===== config.mk =====
export PLATFORM = sky130hd
export DESIGN_NAME = io_bus_sequencer
export DESIGN_NICKNAME = d
export VERILOG_FILES = /design/src/rtl/io_seq_pkg.sv /design/src/rtl/io_seq_arbiter.sv /design/src/rtl/io_bus_sequencer.sv
export SDC_FILE = /design/constraint.sdc
export NUM_CORES = 1
export LEC_CHECK = 0
export CORE_UTILIZATION = 45
export CTS_CLUSTER_DIAMETER = 150
export DETAILED_ROUTE_END_ITERATION = 12
export PLACE_DENSITY = 0.81
export SYNTH_ARGS = -nofsm -noshare
export SYNTH_HDL_FRONTEND = slang
export SYNTH_HIERARCHICAL = 1
export SYNTH_SLANG_ARGS = --single-unit

===== constraint.sdc =====
create_clock -name clk -period 2.6 [get_ports clk]
set_input_delay 0.65 -clock clk [delete_from_list [all_inputs] [get_ports clk]]
set_output_delay 0.65 -clock clk [all_outputs]
set_load 0.03 [all_outputs]

===== src/rtl/io_seq_pkg.sv =====
// io_seq_pkg: state encoding, bus idle levels and phase-counter sizing shared by
// io_bus_sequencer and io_seq_arbiter.
package io_seq_pkg;

    typedef enum logic [2:0] {
        S_IDLE,
        S_ZERO,
        S_SETUP,
        S_STROBE,
        S_HOLD
    } seq_state_t;

    localparam logic BUS_STROBE_IDLE = 1'b1;
    localparam logic BUS_CS_IDLE     = 1'b1;
    localparam logic BUS_OE_IDLE     = 1'b0;

    // Counter loads (cycles - 1), so it only has to reach max - 1.
    function automatic int unsigned phase_cnt_width(input int unsigned a,
                                                    input int unsigned b,
                                                    input int unsigned c);
        int unsigned m;
        m = a;
        if (b > m) m = b;
        if (c > m) m = c;
        return (m > 2) ? $clog2(m) : 1;
    endfunction

endpackage


===== src/rtl/io_seq_arbiter.sv =====
// io_seq_arbiter: 2-way grant select. Fixed priority (req0 first) by default;
// round-robin on simultaneous requests when IO_SEQ_ROUND_ROBIN_EN is defined.
module io_seq_arbiter
    import io_seq_pkg::*;
(
`ifdef IO_SEQ_ROUND_ROBIN_EN
    input  logic clk,
    input  logic reset,
    input  logic take,
`endif
    input  logic req0_valid,
    input  logic req1_valid,
    output logic grant_any,
    output logic grant_idx
);

    assign grant_any = req0_valid | req1_valid;

`ifdef IO_SEQ_ROUND_ROBIN_EN
    logic last_idx;

    always_comb begin
        if (req0_valid && req1_valid) grant_idx = ~last_idx;
        else                          grant_idx = ~req0_valid;
    end

    // Reset value 1 makes req0 the first winner of a tie.
    always_ff @(posedge clk) begin
        if (reset)                  last_idx <= 1'b1;
        else if (take && grant_any) last_idx <= grant_idx;
    end
`else
    assign grant_idx = ~req0_valid;
`endif

endmodule


===== src/rtl/io_bus_sequencer.sv =====
// io_bus_sequencer: two-requester SETUP/STROBE/HOLD sequencer for the 16-bit byte-laned
// I/O bus. Define IO_SEQ_ROUND_ROBIN_EN for round-robin arbitration instead of fixed priority.
module io_bus_sequencer
    import io_seq_pkg::*;
#(
    parameter int unsigned ADDR_WIDTH    = 15,
    parameter int unsigned SETUP_CYCLES  = 1,
    parameter int unsigned STROBE_CYCLES = 2,
    parameter int unsigned HOLD_CYCLES   = 1
) (
    input  logic                  clk,
    input  logic                  reset,
    input  logic                  req0_valid,
    input  logic                  req0_we,
    input  logic [ADDR_WIDTH-1:0] req0_addr,
    input  logic [15:0]           req0_wdata,
    input  logic [1:0]            req0_be,
    input  logic                  req0_sel,
    output logic                  req0_ack,
    output logic [15:0]           req0_rdata,
    input  logic                  req1_valid,
    input  logic                  req1_we,
    input  logic [ADDR_WIDTH-1:0] req1_addr,
    input  logic [15:0]           req1_wdata,
    input  logic [1:0]            req1_be,
    input  logic                  req1_sel,
    output logic                  req1_ack,
    output logic [15:0]           req1_rdata,
    output logic [ADDR_WIDTH-1:0] bus_addr,
    output logic [15:0]           bus_wdata,
    output logic                  bus_data_oe,
    input  logic [15:0]           bus_rdata,
    output logic                  bus_rd_n,
    output logic                  bus_wr_n,
    output logic                  bus_csh_n,
    output logic                  bus_csl_n,
    output logic                  bus_select_dev
);

    localparam int unsigned CW = phase_cnt_width(SETUP_CYCLES, STROBE_CYCLES, HOLD_CYCLES);
    localparam logic [CW-1:0] SETUP_LAST  = CW'(SETUP_CYCLES - 1);
    localparam logic [CW-1:0] STROBE_LAST = CW'(STROBE_CYCLES - 1);
    localparam logic [CW-1:0] HOLD_LAST   = CW'(HOLD_CYCLES - 1);
    localparam logic [CW-1:0] CNT_ONE     = CW'(1);

    seq_state_t            state;
    logic [CW-1:0]         cnt;
    logic                  cur;
    logic                  lat_we;
    logic [1:0]            lat_be;
    logic [15:0]           rd_buf;

    logic                  grant_any;
    logic                  grant_idx;
    logic                  sel_we;
    logic [ADDR_WIDTH-1:0] sel_addr;
    logic [15:0]           sel_wdata;
    logic [1:0]            sel_be;
    logic                  sel_dev;
    logic [15:0]           rd_masked;
    logic [15:0]           ack_data;
    logic                  ack_now;

    io_seq_arbiter u_arb (
`ifdef IO_SEQ_ROUND_ROBIN_EN
        .clk        (clk),
        .reset      (reset),
        .take       (state == S_IDLE),
`endif
        .req0_valid (req0_valid),
        .req1_valid (req1_valid),
        .grant_any  (grant_any),
        .grant_idx  (grant_idx)
    );

    always_comb begin
        sel_we    = grant_idx ? req1_we    : req0_we;
        sel_addr  = grant_idx ? req1_addr  : req0_addr;
        sel_wdata = grant_idx ? req1_wdata : req0_wdata;
        sel_be    = grant_idx ? req1_be    : req0_be;
        sel_dev   = grant_idx ? req1_sel   : req0_sel;
    end

    // With a one-cycle HOLD the ack coincides with the sampling edge, so the
    // masked bus value is forwarded directly instead of going through rd_buf.
    always_comb begin
        rd_masked = bus_rdata & {{8{lat_be[1]}}, {8{lat_be[0]}}};
        ack_data  = (state == S_STROBE) ? rd_masked : rd_buf;
        ack_now   = ((state == S_STROBE) && (cnt == '0) && (HOLD_CYCLES == 1)) ||
                    ((state == S_HOLD) && (cnt == CNT_ONE));
    end

    always_ff @(posedge clk) begin
        if (reset) begin
            state          <= S_IDLE;
            cnt            <= '0;
            cur            <= 1'b0;
            lat_we         <= 1'b0;
            lat_be         <= '0;
            rd_buf         <= '0;
            req0_ack       <= 1'b0;
            req1_ack       <= 1'b0;
            req0_rdata     <= '0;
            req1_rdata     <= '0;
            bus_addr       <= '0;
            bus_wdata      <= '0;
            bus_select_dev <= 1'b0;
            bus_data_oe    <= BUS_OE_IDLE;
            bus_rd_n       <= BUS_STROBE_IDLE;
            bus_wr_n       <= BUS_STROBE_IDLE;
            bus_csh_n      <= BUS_CS_IDLE;
            bus_csl_n      <= BUS_CS_IDLE;
        end else begin
            req0_ack <= 1'b0;
            req1_ack <= 1'b0;
            case (state)
                S_IDLE: begin
                    if (grant_any) begin
                        cur    <= grant_idx;
                        lat_we <= sel_we;
                        lat_be <= sel_be;
                        if (sel_be == 2'b00) begin
                            state <= S_ZERO;
                            if (grant_idx) begin
                                req1_ack   <= 1'b1;
                                req1_rdata <= '0;
                            end else begin
                                req0_ack   <= 1'b1;
                                req0_rdata <= '0;
                            end
                        end else begin
                            state          <= S_SETUP;
                            cnt            <= SETUP_LAST;
                            bus_addr       <= sel_addr;
                            bus_wdata      <= sel_wdata;
                            bus_select_dev <= sel_dev;
                            bus_csh_n      <= ~sel_be[1];
                            bus_csl_n      <= ~sel_be[0];
                            bus_data_oe    <= sel_we;
                        end
                    end
                end
                S_ZERO: state <= S_IDLE;
                S_SETUP: begin
                    if (cnt == '0) begin
                        state    <= S_STROBE;
                        cnt      <= STROBE_LAST;
                        bus_rd_n <= lat_we;
                        bus_wr_n <= ~lat_we;
                    end else begin
                        cnt <= cnt - CNT_ONE;
                    end
                end
                S_STROBE: begin
                    if (cnt == '0) begin
                        state    <= S_HOLD;
                        cnt      <= HOLD_LAST;
                        bus_rd_n <= BUS_STROBE_IDLE;
                        bus_wr_n <= BUS_STROBE_IDLE;
                        if (!lat_we) rd_buf <= rd_masked;
                    end else begin
                        cnt <= cnt - CNT_ONE;
                    end
                end
                S_HOLD: begin
                    if (cnt == '0) begin
                        state       <= S_IDLE;
                        bus_csh_n   <= BUS_CS_IDLE;
                        bus_csl_n   <= BUS_CS_IDLE;
                        bus_data_oe <= BUS_OE_IDLE;
                    end else begin
                        cnt <= cnt - CNT_ONE;
                    end
                end
                default: state <= S_IDLE;
            endcase

            if (ack_now) begin
                if (cur) begin
                    req1_ack <= 1'b1;
                    if (!lat_we) req1_rdata <= ack_data;
                end else begin
                    req0_ack <= 1'b1;
                    if (!lat_we) req0_rdata <= ack_data;
                end
            end
        end
    end

endmodule


==> results.toml <==
[placed_design]
placed_area_um2 = 6160
place.gp.congestion = 0.772
portBuffers = 160
dp_hpwl_um = 8400

[floorplan]
io-pin-count = 161
coreArea_um2 = 9370
die_w_um = 101
initial_core_util_pct = 47.2
rows = 35
die_y_um = 101
die_area_um2 = 10200

[grt]
antenna_found_initial = 0
grt_usage_pct = 22.5
grt_pass1_wl_um = 17800
grt_pass1_vias = 3665
grt_max_degree = 55
grt_overflow = 0

[critical_path]
cp-end-kind = "register"
r2r-start = "state[0]$_SDFFE_PP0P_"
r2r_cells = 5
critPathLaunchType = "input pin"
critPathKind = "in -> reg"
r2r_end = "bus_wdata[5]$_SDFFE_PP0P_"
r2r_setup_slack_ns = 0.57
crit_arrival_ns = 2.62
cp_data_required_time_ns = 2.88
path_max_fanout = 18

[power]
p_clk_share_pct = 23.3
internal_power_w = 0.00252
p_per_area_nw_per_um2 = 605
power_leakage_nw = 2.23
power_frac_comb_pct = 32.5
p_seq_share_pct = 44.3
swShare_pct = 34.3
power.switching_w = 0.00132
ir_drop_mv = 0.300

[clocking]
ctsResizeCount = 0
root_buffer = "clkbuf_8"
clock_latency_ns = 0.36
clock_path_buffers = 2
cts_setup_buffers = 0
postCtsHoldBufs = 0
clk_pin_slew_ns = 0.10
htreeDepth = 3
cts_made_buffers = 9
cts_tree = "built"
cts.sinks = 95

[detailed_routing]
wirelength_um = 11500
antenna_left = 0
num_vias = 3881
firstDrtPassIters = 4
avgRoutedWirePerCell_um = 15.3
dr.first_iter.drc_count = 155
drc = 0
via_per_inst = 5.17

[min_path]
min_path_cells = 2
hp-class = "reg -> reg"
min_from = "req1_rdata[3]$_SDFF_PP0_"
hold-path-endpoint = "req1_rdata[3]$_SDFF_PP0_"

[yosys]
ys_warn_count = 6
yosys-top-cells-count = "dfxtp_1 (95), mux2i_1 (66), nor2_1 (58)"
synth_nets = 556
synthTopCellsByArea = "dfxtp_1 (43%), mux2i_1 (15%), a211oi_2 (9.1%)"
synth-main-ff-cell = "dfxtp_1"
synthDistinctLibCells = 35
ys_ff_latch = 95
netlist_instances = 466
ys_async_sr_fraction_pct = 0
yosysSeqAreaShare_pct = 43.0
synth_area_um2 = 4420
post-synth-top-count-cell = "dfxtp_1"
syn_avg_cell_area_um2 = 9.48
synth_top_area_cell = "dfxtp_1"
synth_edf_count = 0
synth_top_area_share_pct = 43.0

[timing]
skew_ns = 0.0158
relSlewSlack_pct = 60.5
finalCriticalPeriod_ns = 2.34
finalMaxSlewViolations = 0
worst_pin_slew_ns = 0.592
grt_setup_unrepaired = "no"
period_share_pct = 90.0
finalSetupTns_ns = 0
hold_viol = 0
fmax_mhz = 427
setup_viol = 0
whs_ns = 0.469

[final_layout]
nFillCells = 786
layout.nets = 707
final_layout_size_suffix_gt1_share_pct = 17.7
post-route-util_pct = 67.7
postLayoutCellArea_um2 = 6340
diodes = 0
area_growth_pct = 43.5

[outcome]
status = "complete, no violations"

[job]
cap_violations = 0
## final cells by class
cell class,instances,area [µm²],share of cell area [%]
repair buffers,178,1770,27.9
clock inverters,7,60.1,0.947
flip-flops and latches,95,1900,30.0
well taps,129,161,2.55
inverters,4,15.0,0.237
multi-input cells,329,2310,36.4
clock buffers,9,124,1.95
## registers in the layout, summed over array words and instances, names as in the netlist, 2 cells and up
name and cells:
lat_be 2, state 3, rd_buf 16, bus_addr 15, bus_wdata 16, req1_rdata 16, req0_rdata 16
## power by group through the flow
| stage | Sequential, W | Clock [W] | Combinational (W) |
|---|---|---|---|
| floorplan | 0.00192 | 0 | 0.000603 |
| global placement | 0.00173 | 0 | 0.00122 |
| detailed placement | 0.00173 | 0 | 0.00125 |
| CTS | 0.00170 | 0.000926 | 0.00125 |
| global route | 0.00172 | 0.00100 | 0.00133 |
| finish | 0.00170 | 0.000893 | 0.00125 |
## through the flow
step	setup WS, ns	power, W	cells
floorplan	0.411	0.00252	466
global placement	-0.0393	0.00294	735
detailed placement	-0.118	0.00299	735
CTS	0.266	0.00388	751
global route	0.148	0.00405	751
finish	0.261	0.00384	751
## placed cells by master (no fill, tap or decap), types with 2 or more instances in the layout
cell type and n:
a211oi_2 32, dfxtp_1 95, o21ai_2 2, a221oi_1 2, inv_1 3, nor2b_1 2
and2_1 17, nand2_1 9, o21ai_0 4, clkinv_4 2, mux2i_1 66, o21bai_1 5
nor3b_1 2, buf_12 3, clkinv_2 2, a21oi_1 42, or3b_2 2, nor3_1 6
nor2_1 58, nand3_1 33, or2_2 32, clkdlybuf4s50_1 159, buf_4 16, and4bb_2 2
clkbuf_8 9
## critical path: stages
cell	delay (ns)
clkdlybuf4s50_1	0.47
or2_1	0.12
or4b_1	0.51
nor3_4	0.29
buf_4	0.30
nor2_1	0.08
a211oi_2	0.20
## layer usage
metal,share of wire (%),GRT usage (%),vias to the layer above
met2,48,38.9,135
met4,0.92,8.25,0
met5,0,0,-
met1,45,27.8,1811
met3,7.0,4.30,8
li1,-,-,1927
## worst max-delay path by stage
| stage | to | from | slack [ns] | cells after the start |
|---|---|---|---|---|
| floorplan | bus_addr[0]$_SDFFE_PP0P_ | req1_valid | 0.41 | 7 |
| global route | bus_addr[0]$_SDFFE_PP0P_ | req0_valid | 0.15 | 7 |
| detailed placement | bus_wdata[5]$_SDFFE_PP0P_ | req0_valid | -0.12 | 7 |
| finish | bus_wdata[5]$_SDFFE_PP0P_ | req0_valid | 0.26 | 7 |
| CTS | bus_wdata[5]$_SDFFE_PP0P_ | req0_valid | 0.27 | 7 |
| global placement | bus_addr[12]$_SDFFE_PP0P_ | req0_valid | -0.04 | 7 |
## logic make-up (layout without fill, tap and decap cells)
kind of cell / Yosys count / count (layout) / share of synthesized area [%]
buffers and inverters: 42 / 198 / 5.01
multiplexers: 67 / 67 / 15.2
AO/OA/AOI/OAI: 91 / 91 / 16.4
flip-flops: 95 / 95 / 43.0
AND/OR/NAND/NOR: 171 / 171 / 20.3
No activity file was read; power rests on OpenSTA's default activity.
